===== src/rtl/if_prefetch_queue.sv =====
// -----------------------------------------------------------------------------
// if_prefetch_queue
//
// Instruction-fetch front end for the RV32 pipeline. Issues requests on a
// request/grant/in-order-response instruction-memory port and buffers the
// returned {PC, instruction} pairs in a DEPTH-entry FIFO that feeds IF/ID.
// A redirect from ID empties the FIFO, restarts fetch at the new PC and
// discards every response still in flight.
//
// Parameters
//   XLEN      data/address width
//   DEPTH     FIFO entries (power of 2, >= 2); also the outstanding-request cap
//   RESET_PC  fetch address after reset
//
// Ports
//   clk, rst                     clock, asynchronous active-high reset
//   imem_req/imem_addr/imem_gnt  request channel (handshake req && gnt)
//   imem_rvalid/imem_rdata       in-order response channel
//   redirect_valid/redirect_pc   flush and restart fetch
//   inst_valid/inst/inst_pc      FIFO head toward ID
//   id_ready                     ID accepts the head this cycle
//
// Optional feature (macro IFQ_STATS_EN)
//   stat_flush   saturating count of redirects taken
//   stat_starve  saturating count of cycles with id_ready && !inst_valid
//                && !redirect_valid
// -----------------------------------------------------------------------------
module if_prefetch_queue #(
  parameter int unsigned          XLEN     = 32,
  parameter int unsigned          DEPTH    = 4,
  parameter logic [XLEN-1:0]      RESET_PC = '0
) (
  input  logic            clk,
  input  logic            rst,
  output logic            imem_req,
  output logic [XLEN-1:0] imem_addr,
  input  logic            imem_gnt,
  input  logic            imem_rvalid,
  input  logic [XLEN-1:0] imem_rdata,
  input  logic            redirect_valid,
  input  logic [XLEN-1:0] redirect_pc,
  output logic            inst_valid,
  output logic [XLEN-1:0] inst,
  output logic [XLEN-1:0] inst_pc,
  input  logic            id_ready
`ifdef IFQ_STATS_EN
  ,
  output logic [31:0]     stat_flush,
  output logic [31:0]     stat_starve
`endif
);

  localparam int unsigned PTR_W = (DEPTH > 1) ? $clog2(DEPTH) : 1;
  localparam int unsigned CNT_W = PTR_W + 1;

  // Architectural state
  logic [XLEN-1:0]  fetch_pc_q, fetch_pc_d;
  logic [XLEN-1:0]  resp_pc_q, resp_pc_d;
  logic [CNT_W-1:0] count_q, count_d;
  logic [CNT_W-1:0] outstanding_q, outstanding_d;
  logic [CNT_W-1:0] discard_q, discard_d;
  logic [PTR_W-1:0] wr_ptr_q, wr_ptr_d;
  logic [PTR_W-1:0] rd_ptr_q, rd_ptr_d;
  logic             req_q, req_d;
  logic [XLEN-1:0]  inst_q, inst_d;
  logic [XLEN-1:0]  inst_pc_q, inst_pc_d;

  // FIFO storage
  logic [XLEN-1:0]  mem_inst [DEPTH];
  logic [XLEN-1:0]  mem_pc   [DEPTH];

  logic             grant;
  logic             rsp;
  logic             push;
  logic             pop;
  logic [CNT_W:0]   credit_used;

  // Credit is evaluated on next-state values and registered, so the request
  // is low while reset is held; a redirect still kills it combinationally.
  assign imem_req   = req_q && !redirect_valid;
  assign imem_addr  = fetch_pc_q;
  assign inst_valid = (count_q != '0) && !redirect_valid;
  assign inst       = inst_q;
  assign inst_pc    = inst_pc_q;

  assign grant = imem_req && imem_gnt;
  // A response with nothing outstanding is a protocol error and is ignored.
  assign rsp   = imem_rvalid && (outstanding_q != '0);
  assign push  = rsp && !redirect_valid && (discard_q == '0);
  assign pop   = inst_valid && id_ready;

  // NOTE: every variable driven here gets a default first, so no latch can be inferred.
  always_comb begin
    fetch_pc_d    = fetch_pc_q;
    resp_pc_d     = resp_pc_q;
    count_d       = count_q;
    outstanding_d = outstanding_q;
    discard_d     = discard_q;
    wr_ptr_d      = wr_ptr_q;
    rd_ptr_d      = rd_ptr_q;
    inst_d        = inst_q;
    inst_pc_d     = inst_pc_q;
    credit_used   = '0;

    if (redirect_valid) begin
      // imem_req is low, so no grant this cycle; a response arriving now is
      // dropped and every other in-flight response must be discarded too.
      fetch_pc_d    = {redirect_pc[XLEN-1:2], 2'b00};
      resp_pc_d     = {redirect_pc[XLEN-1:2], 2'b00};
      count_d       = '0;
      rd_ptr_d      = wr_ptr_q;
      outstanding_d = outstanding_q - CNT_W'(rsp);
      discard_d     = outstanding_q - CNT_W'(rsp);
    end else begin
      if (grant) begin
        fetch_pc_d = fetch_pc_q + XLEN'(4);
      end
      outstanding_d = outstanding_q + CNT_W'(grant) - CNT_W'(rsp);

      if (rsp && (discard_q != '0)) begin
        discard_d = discard_q - CNT_W'(1);
      end

      if (push) begin
        resp_pc_d = resp_pc_q + XLEN'(4);
        wr_ptr_d  = wr_ptr_q + PTR_W'(1);
      end
      if (pop) begin
        rd_ptr_d = rd_ptr_q + PTR_W'(1);
      end
      count_d = count_q + CNT_W'(push) - CNT_W'(pop);

      // Head registers: when the FIFO is (or becomes) empty the new head can
      // only be the entry pushed now; otherwise popping exposes the next
      // stored entry. With nothing to show, the last values are held.
      if ((count_q == '0) || (pop && (count_q == CNT_W'(1)))) begin
        if (push) begin
          inst_d    = imem_rdata;
          inst_pc_d = resp_pc_q;
        end
      end else if (pop) begin
        inst_d    = mem_inst[rd_ptr_q + PTR_W'(1)];
        inst_pc_d = mem_pc[rd_ptr_q + PTR_W'(1)];
      end
    end

    credit_used = {1'b0, count_d} + {1'b0, outstanding_d};
    req_d       = credit_used < (CNT_W+1)'(DEPTH);
  end

  // NOTE: sequential state uses non-blocking assignments only.
  always_ff @(posedge clk or posedge rst) begin
    if (rst) begin
      fetch_pc_q    <= RESET_PC;
      resp_pc_q     <= RESET_PC;
      count_q       <= '0;
      outstanding_q <= '0;
      discard_q     <= '0;
      wr_ptr_q      <= '0;
      rd_ptr_q      <= '0;
      req_q         <= 1'b0;
      inst_q        <= '0;
      inst_pc_q     <= '0;
    end else begin
      fetch_pc_q    <= fetch_pc_d;
      resp_pc_q     <= resp_pc_d;
      count_q       <= count_d;
      outstanding_q <= outstanding_d;
      discard_q     <= discard_d;
      wr_ptr_q      <= wr_ptr_d;
      rd_ptr_q      <= rd_ptr_d;
      req_q         <= req_d;
      inst_q        <= inst_d;
      inst_pc_q     <= inst_pc_d;
    end
  end

  // NOTE: storage is not reset; count_q alone decides which entries are valid.
  always_ff @(posedge clk) begin
    if (push) begin
      mem_inst[wr_ptr_q] <= imem_rdata;
      mem_pc[wr_ptr_q]   <= resp_pc_q;
    end
  end

`ifdef IFQ_STATS_EN
  logic [31:0] stat_flush_q, stat_flush_d;
  logic [31:0] stat_starve_q, stat_starve_d;

  always_comb begin
    stat_flush_d  = stat_flush_q;
    stat_starve_d = stat_starve_q;
    if (redirect_valid && (stat_flush_q != '1)) begin
      stat_flush_d = stat_flush_q + 32'd1;
    end
    if (id_ready && !inst_valid && !redirect_valid && (stat_starve_q != '1)) begin
      stat_starve_d = stat_starve_q + 32'd1;
    end
  end

  always_ff @(posedge clk or posedge rst) begin
    if (rst) begin
      stat_flush_q  <= '0;
      stat_starve_q <= '0;
    end else begin
      stat_flush_q  <= stat_flush_d;
      stat_starve_q <= stat_starve_d;
    end
  end

  assign stat_flush  = stat_flush_q;
  assign stat_starve = stat_starve_q;
`endif

endmodule

===== config.mk =====
export PLATFORM = sky130hd
export DESIGN_NAME = if_prefetch_queue
export DESIGN_NICKNAME = d
export VERILOG_FILES = /design/src/rtl/if_prefetch_queue.sv
export SDC_FILE = /design/constraint.sdc
export NUM_CORES = 1
export LEC_CHECK = 0
export ABC_AREA = 1
export CORE_MARGIN = 8
export CORE_UTILIZATION = 30
export DETAILED_ROUTE_END_ITERATION = 16
export PLACE_DENSITY = 0.56
export SYNTH_ARGS = -nofsm -noshare
export SYNTH_HDL_FRONTEND = slang
export SYNTH_SLANG_ARGS = --single-unit

===== constraint.sdc =====
create_clock -name clk -period 5.4 [get_ports clk]
set_clock_uncertainty 0.15 [all_clocks]
set_input_delay 0.54 -clock clk [delete_from_list [all_inputs] [get_ports clk]]
set_output_delay 0.54 -clock clk [all_outputs]
set_load 0.05 [all_outputs]

==> flow_summary.yaml, run 1 <==
clocking:
  cts_resized: 0
  clk_pin_slew_ps: 60
  clockRootBuffer: "clkbuf_16"
  cts.path.max_buffers: 3
  cts.sinks: 384
  htree_levels: 2
  clock_latency_ps: 560
  cts_buffers: 46
  cts_tree: "yes"
  cts.hold.buffers_added: 0
  post_cts_buffers: 0
route:
  firstDrtPassIters: 5
  post_drt_via_cell_ratio: 4.664
  drt_iter0_markers: 927
  ant_nets: 0
  drt_wl_total_um: 50950
  wl_per_cell_um: 17.24
  drc: 0
  vias: 13790
yosys:
  syn_inst: 1994
  synth_ff_type: "edfxtp_1"
  synth_area_um2: 18130
  yosysSeqAreaShare_pct: 59.83
  synth-edff-count: 248
  synth_area_leaders: "edfxtp_1 41%, nand2_1 19%, dfrtp_1 19%"
  synthTopCellsByCount: "931 x nand2_1, 248 x edfxtp_1, 136 x dfrtp_1, 116 x inv_1, 110 x nand3_1"
  ys_seq_elements: 384
  yosysMostFrequentCell: "nand2_1"
  ys_warn_count: 0
  synthArstFlopShare_pct: 35.42
  yosysTopAreaCellShare_pct: 41.07
  synth_area_leader_cell: "edfxtp_1"
  yosysUniqueCellTypes: 43
  syn_avg_cell_area_um2: 9.095
worst_setup_path:
  crit_end: "req_q"
  r2r_slack_ps: 2130
  reg2reg_to: "req_q"
  endpoint_kind: "flop"
  startpoint: "discard_q[0]"
  cp-start-kind: "flop"
  path_class: "flop to flop"
  r2r_start: "discard_q[0]"
  reg2reg_depth: 14
  critPathArrivalTime_ps: 3600
  required_ps: 5730
  critical_path.max_fanout: 14
die:
  die_width_um: 261.9
  num_io_pins: 168
  start_util_pct: 30.21
  die_area_um2: 68570
  die_height_um: 261.9
  core-area_um2: 60020
  rows: 90
timing:
  worst_slew_margin_rel_pct: 20.61
  min_period_ps: 3274
  final-setup-viol-count: 0
  drv_slew: 0
  min_period_over_period_pct: 60.62
  max_freq_mhz: 305.5
  rsz0062_at_grt: "false"
  tightest_slew_ps: 1190
  finalHoldViolCount: 0
  fin_tns_setup_ps: 0
global_routing:
  antenna_found_initial: 2
  grt_pass1_wl_um: 79140
  grt_max_degree: 72
  grt_use_total_pct: 14.77
  grt_pass1_vias: 13660
  grt-ovfl-total: 0
finish:
  synthToLayoutAreaGrowth_pct: 19.81
  drive_gt1_share_pct: 6.305
  nFillCells: 6062
  fin_nets: 2225
  multi_input_area_um2: 6309
  final-seq-area_um2: 10850
  final_cells: 2956
power:
  leakagePower_nw: 9.424
  vdd_ir_drop_max_uv: 271.4
  p_total_mw: 10.99
  powerDensity_nw_per_um2: 505.6
outcome:
  status: "complete, no violations"
place:
  io_buffers: 161
  place_hpwl_um: 31450
  gp_congestion: 0.8492
  dp.cells: 2871
hold_path:
  hp-class: "input pin to flop"
job:
  drv_cap: 0
[sequential cells by signal, indices dropped and copies added (netlist names)]
signal / flops
mem_inst: 128
imem_addr: 30
req_q: 1
rd_ptr_q: 2
count_q: 3
wr_ptr_q: 2
mem_pc: 120
outstanding_q: 3
discard_q: 3
resp_pc_q: 30
inst_pc: 30
inst: 32
[power by group]
part	switching, mW	total [mW]	internal [mW]
clock network	1.20	2.82	1.62
registers	0.400	3.97	3.57
logic	2.94	4.20	1.26
[per-layer routing]
layer	GRT usage [%]	share of wire [%]	vias to the layer above
li1	-	-	6728
met1	19.34	45	6660
met2	24.85	47	329
met3	3.149	5.6	67
met4	3.432	1.8	2
met5	0	0.014	-
[how the worst min path moves through the flow]
| stage | start | depth (start not counted) | end | slack, ps |
|---|---|---|---|---|
| global placement | inst[31] | 2 | inst[31] | 340 |
| global route | redirect_valid | 4 | outstanding_q[1] | 350 |
| CTS | redirect_valid | 4 | outstanding_q[1] | 300 |
| floorplan | resp_pc_q[22] | 0 | mem_pc[0][22] | 330 |
| detailed placement | inst[19] | 2 | inst[19] | 340 |
| finish | redirect_valid | 4 | outstanding_q[1] | 310 |
[worst max-delay path: stages (launching register included)]
cell and delay, ps:
dfrtp_1 370, inv_1 90, ha_1 140, nand2_1 60
nor2_1 170, nand2_4 220, ha_1 350, inv_1 50
ha_1 190, fa_1 380, xor2_1 170, nor2_1 130
ha_1 240, or3_1 340, a31oi_1 140
[placed cells by master (no fill, tap or decap), drive strengths merged]
master / count
a21boi: 16
xor2: 17
or3: 1
fa: 2
nand4: 3
o21ai: 89
conb: 4
and2: 3
o21bai: 1
edfxtp: 248
a31oi: 2
or2: 4
ha: 16
nor2: 97
o211ai: 8
nand3b: 16
nand3: 111
clkdlybuf4s50: 160
clkbuf: 60
o21a: 4
o221ai: 2
dfrtp: 136
nand2: 940
clkinv: 24
inv: 125
xnor2: 12
diode: 1
a21oi: 53
buf: 19
[cells by family (layout without fill, tap and decap cells)]
kind of cell               Yosys count  after routing  share of synthesized area (%)
other                                1              5                        0.02068
and+or+nand+nor                   1175           1175                          26.23
AOI/OAI and AO/OA                  175            175                          5.554
adders and majority gates           18             18                          1.325
xor gates and xnor gates            29             29                          1.401
buffers and inverters              212            388                          5.637
DFF                                384            384                          59.83
[final cells by class]
class	count	area share, %
clock buffer	60	5.730
multi-input combinational	1401	29.03
tap	782	4.503
antenna	1	0.01152
inverter	125	2.211
clock inverter	24	0.5528
timing repair buffer	179	8.016
sequential	384	49.94
[per-stage QoR]
step	cell area (um^2)	setup slack [ps]	hold slack, ps	utilization (%)
floorplan	18150	1005	325.2	-
global placement	20360	1644	343.6	33.92
detailed placement	20360	1633	343.2	33.92
CTS	21730	2075	298.5	36.20
global route	21730	1896	350.9	36.20
finish	21730	2126	312.5	36.20
No activity file was read; power rests on OpenSTA's default activity.
==> run 2: changes to the inputs <==
Settings changed: PLACE_DENSITY 0.56 to 0.58.
Clock period 5.4 ns to 2.92 ns, I/O delays scaled along.
==> flow_summary.yaml, run 2 (same netlist as run 1, synthesis figures left out) <==
clocking:
  cts_tree: "yes"
  cts.path.max_buffers: 3
  cts.sinks: 384
  htree_levels: 2
  clockRootBuffer: "clkbuf_16"
  clk_pin_slew_ps: 60
  cts_buffers: 45
  clock_latency_ps: 570
timing:
  drv_slew: 0
  fin_tns_setup_ps: 0
  tightest_slew_ps: 877.8
  min_period_ps: 2848
  rsz0062_at_grt: "true"
  min_period_over_period_pct: 97.54
  finalHoldViolCount: 0
  worst_slew_margin_rel_pct: 41.12
  final-setup-viol-count: 0
  max_freq_mhz: 351.1
finish:
  fin_nets: 2251
  layout_common_cells: "930 x nand2_1, 248 x edfxtp_1, 159 x clkdlybuf4s50_1"
  nFillCells: 5962
  largest_register: "mem_inst"
  layout.cells.most_common: "nand2_1"
  synthToLayoutAreaGrowth_pct: 22.95
  final-seq-area_um2: 10850
  drive_gt1_share_pct: 8.095
  final_cells: 2981
  largest_register_ffs: 128
  antenna_cells: 0
  multi_input_area_um2: 6371
power:
  powerDensity_nw_per_um2: 952.5
  vdd_ir_drop_max_uv: 486.3
  p_total_mw: 21.24
  leakagePower_nw: 9.656
die:
  start_util_pct: 30.21
  rows: 90
  core-area_um2: 60020
  die_area_um2: 68570
  die_height_um: 261.9
  die_width_um: 261.9
  num_io_pins: 168
worst_setup_path:
  required_ps: 3260
  critPathArrivalTime_ps: 3190
  cp-start-kind: "flop"
  critical_path.max_fanout: 4
  endpoint_kind: "flop"
  path_class: "flop to flop"
place:
  dp.cells: 2895
  place_hpwl_um: 32770
  gp_congestion: 0.8426
  io_buffers: 161
hold_path:
  hp-class: "input pin to flop"
route:
  firstDrtPassIters: 5
  wl_per_cell_um: 17.27
  vias: 13870
  drt_iter0_markers: 875
  post_drt_via_cell_ratio: 4.652
  ant_nets: 0
  drt_wl_total_um: 51500
  drc: 0
global_routing:
  grtUsageMet3_pct: 2.352
  grt-ovfl-total: 0
  grt_max_degree: 77
  gr-usage-met2_pct: 25.82
  grt_pass1_vias: 13890
  use_met1_pct: 19.51
  grt_busiest_layer: "met2"
  antenna_found_initial: 0
  grt_pass1_wl_um: 80230
  grt_use_total_pct: 14.98
outcome:
  status: "complete, no violations"
job:
  drv_cap: 0
[run 2: cell types whose count changed in the layout (fill, tap and decap cells not counted), moves of 4 or more]
cell / change
clkinv_1: -6
clkinv_2: -4
buf_4: +14
bufinv_16: +6
inv_6: -4
buf_12: +12
clkinvlp_4: +4
[run 2: stage by stage]
step	instance area (um^2)	hold WS [ps]	worst slack [ps]	util [%]
after floorplan	18210	240.9	-231.2	-
after global placement	20730	344.0	-154.0	34.54
after detailed placement	20730	345.1	-176.9	34.54
after CTS	22270	191.7	37.95	37.11
after global routing	22300	237.8	-42.88	37.15
final	22300	227.8	71.93	37.15
[run 2: critical path: stages, from the launching register on]
cell      delay [ps]
dfrtp_1          440
nor2_4           160
a21boi_4          80
ha_1             280
inv_1             40
ha_1             190
fa_1             380
xnor2_1          130
o21ai_1          190
ha_1             250
or3_1            350
a31oi_1          140
[run 2: layout make-up]
type | instances | share of cell area [%]
sequential | 384 | 48.67
inverter | 125 | 2.149
clock buffer | 58 | 5.409
clock inverter | 25 | 1.408
multi-input combinational | 1401 | 28.57
tap | 782 | 4.388
timing repair buffer | 206 | 9.405
[run 2: final timing paths]
check / startpoint / end / slack [ps] / cells after the start
worst max-delay path: outstanding_q[2] / req_q / 70 / 11
max in group asynchronous: rst / inst[5] / 1270 / 4
worst max register to register: outstanding_q[2] / req_q / 70 / 11
min in group asynchronous: rst / imem_addr[3] / 520 / 3
worst min-delay path: redirect_pc[11] / resp_pc_q[11] / 230 / 3
worst min register to register: inst_pc[16] / inst_pc[16] / 360 / 2
[run 2: timing repair]
action | 4_1_cts | 5_1_grt
hold buffers | 2 | 0
endpoints found under the setup margin | 0 | 1
resized for setup | 0 | 4
hold endpoints to repair | 20 | 0
setup buffers | 0 | 1
[run 2: where the power goes]
part	total, mW	internal, mW	switching [mW]
combinational	8.17	2.59	5.59
clock	5.76	3.47	2.29
sequential	7.30	6.60	0.703
total	21.2	12.7	8.58
[run 2: metal layers]
metal | vias to the layer above | share of wire (%)
met2 | 311 | 48
met5 | - | 0
met1 | 6693 | 46
li1 | 6799 | -
met3 | 66 | 4.7
met4 | 0 | 1.8
==> run 3: changes to the inputs <==
Settings changed: CTS_CLUSTER_SIZE from default to 40, GPL_ROUTABILITY_DRIVEN from default to 0, HOLD_SLACK_MARGIN from default to 0.12.
==> flow_summary.yaml, run 3 (same netlist as run 1, synthesis figures left out) <==
timing:
  worst_slew_margin_rel_pct: 43.15
  min_period_ps: 2811
  min_period_over_period_pct: 96.27
  max_freq_mhz: 355.7
  final-setup-viol-count: 0
  hold_slack_ps: 222.7
  rsz0062_at_grt: "false"
  finalHoldViolCount: 0
  tightest_slew_ps: 847.5
  drv_slew: 0
clocking:
  cts.path.max_buffers: 3
  cts.sinks: 384
  clock_latency_ps: 560
  cts_tree: "yes"
  clockRootBuffer: "clkbuf_16"
  clk_pin_slew_ps: 60
  htree_levels: 2
  cts_buffers: 44
route:
  firstDrtPassIters: 5
  post_drt_via_cell_ratio: 4.684
  drt_wl_total_um: 51580
  wl_per_cell_um: 17.28
  ant_nets: 0
  drc: 0
  drt_iter0_markers: 870
  vias: 13980
finish:
  final_cells: 2984
  drive_gt1_share_pct: 8.224
  final-seq-area_um2: 10850
  largest_register_ffs: 128
  synthToLayoutAreaGrowth_pct: 22.83
  layout.cells.most_common: "nand2_1"
  layout_common_cells: "930 x nand2_1, 248 x edfxtp_1, 159 x clkdlybuf4s50_1"
  largest_register: "mem_inst"
  fin_nets: 2254
  multi_input_area_um2: 6361
  nFillCells: 5940
worst_setup_path:
  critPathArrivalTime_ps: 3140
  critical_path.max_fanout: 4
  endpoint_kind: "flop"
  required_ps: 3250
  path_class: "flop to flop"
  startpoint: "outstanding_q[2]"
  r2r_slack_ps: 110
  cp-start-kind: "flop"
  r2r_start: "outstanding_q[2]"
die:
  die_width_um: 261.9
  core-area_um2: 60020
  die_area_um2: 68570
  die_height_um: 261.9
  rows: 90
  start_util_pct: 30.21
  num_io_pins: 168
global_routing:
  grt_pass1_wl_um: 80480
  grt_use_total_pct: 15.01
  grt_pass1_vias: 13820
  antenna_found_initial: 0
  grt_max_degree: 67
  grt-ovfl-total: 0
power:
  p_total_mw: 21.12
  leakagePower_nw: 9.660
  powerDensity_nw_per_um2: 948.3
  vdd_ir_drop_max_uv: 424.6
place:
  dp.cells: 2894
  io_buffers: 161
  place_hpwl_um: 32990
hold_path:
  hp-class: "input pin to flop"
  hp-start: "redirect_pc[6]"
job:
  drv_cap: 0
outcome:
  status: "complete, no violations"
## run 3: layer usage
metal | global-route usage, % | up-vias | share of wire [%]
met5 | 0 | - | 0
li1 | - | 6778 | -
met3 | 3.254 | 68 | 5.7
met2 | 24.99 | 318 | 47
met1 | 19.74 | 6812 | 45
met4 | 3.789 | 0 | 2.1
## run 3: per-stage QoR
step	setup WS, ps	util (%)	area, um^2	TNS, ps
6_report	108.9	37.11	22280	0
4_1_cts	20.11	37.02	22220	0
3_3_place_gp	-204.6	34.53	20720	-204.6
3_5_place_dp	-208.5	34.53	20720	-208.5
2_1_floorplan	-231.2	-	18210	-57350
5_1_grt	2.399	37.11	22270	0
## run 3: path summary, 6_finish.rpt
| kind | depth (start not counted) | endpoint |
|---|---|---|
| setup / recovery | 11 | req_q |
| hold / removal | 3 | resp_pc_q[6] |
| setup reg to reg | 11 | req_q |
| hold reg to reg | 2 | inst[6] |
| max in group asynchronous | 5 | inst[18] |
| min in group asynchronous | 3 | imem_addr[13] |
## run 3: where the power goes
| part | total [mW] | leakage, nW | switching, mW | internal, mW |
|---|---|---|---|---|
| registers | 7.31 | 3.93 | 0.711 | 6.60 |
| clock network | 5.64 | 0.721 | 2.28 | 3.36 |
| logic | 8.18 | 5.01 | 5.59 | 2.59 |
## run 3: final cells by class
class	count	share of cell area (%)
Antenna cell	1	0.01123
Clock buffer	57	5.387
Clock inverter	24	1.236
Inverter	125	2.151
Multi-Input combinational cell	1401	28.56
Sequential cell	384	48.72
Tap cell	782	4.393
Timing Repair Buffer	210	9.549
## run 3: critical path, cell delays in order (launching register included)
cell	delay, ps
dfrtp_1	420
nor2_2	160
a21boi_4	90
ha_1	280
inv_1	40
ha_1	190
fa_1	380
xnor2_1	130
o21ai_1	180
ha_1	250
or3_1	310
a31oi_1	150
## run 3: repair_timing
item                                   4_1_cts  5_1_grt
resized for setup                            0        2
setup endpoints to repair                    0        1
setup buffers                                0        6
endpoints found under the hold margin       13        0
hold buffers                                 2        0
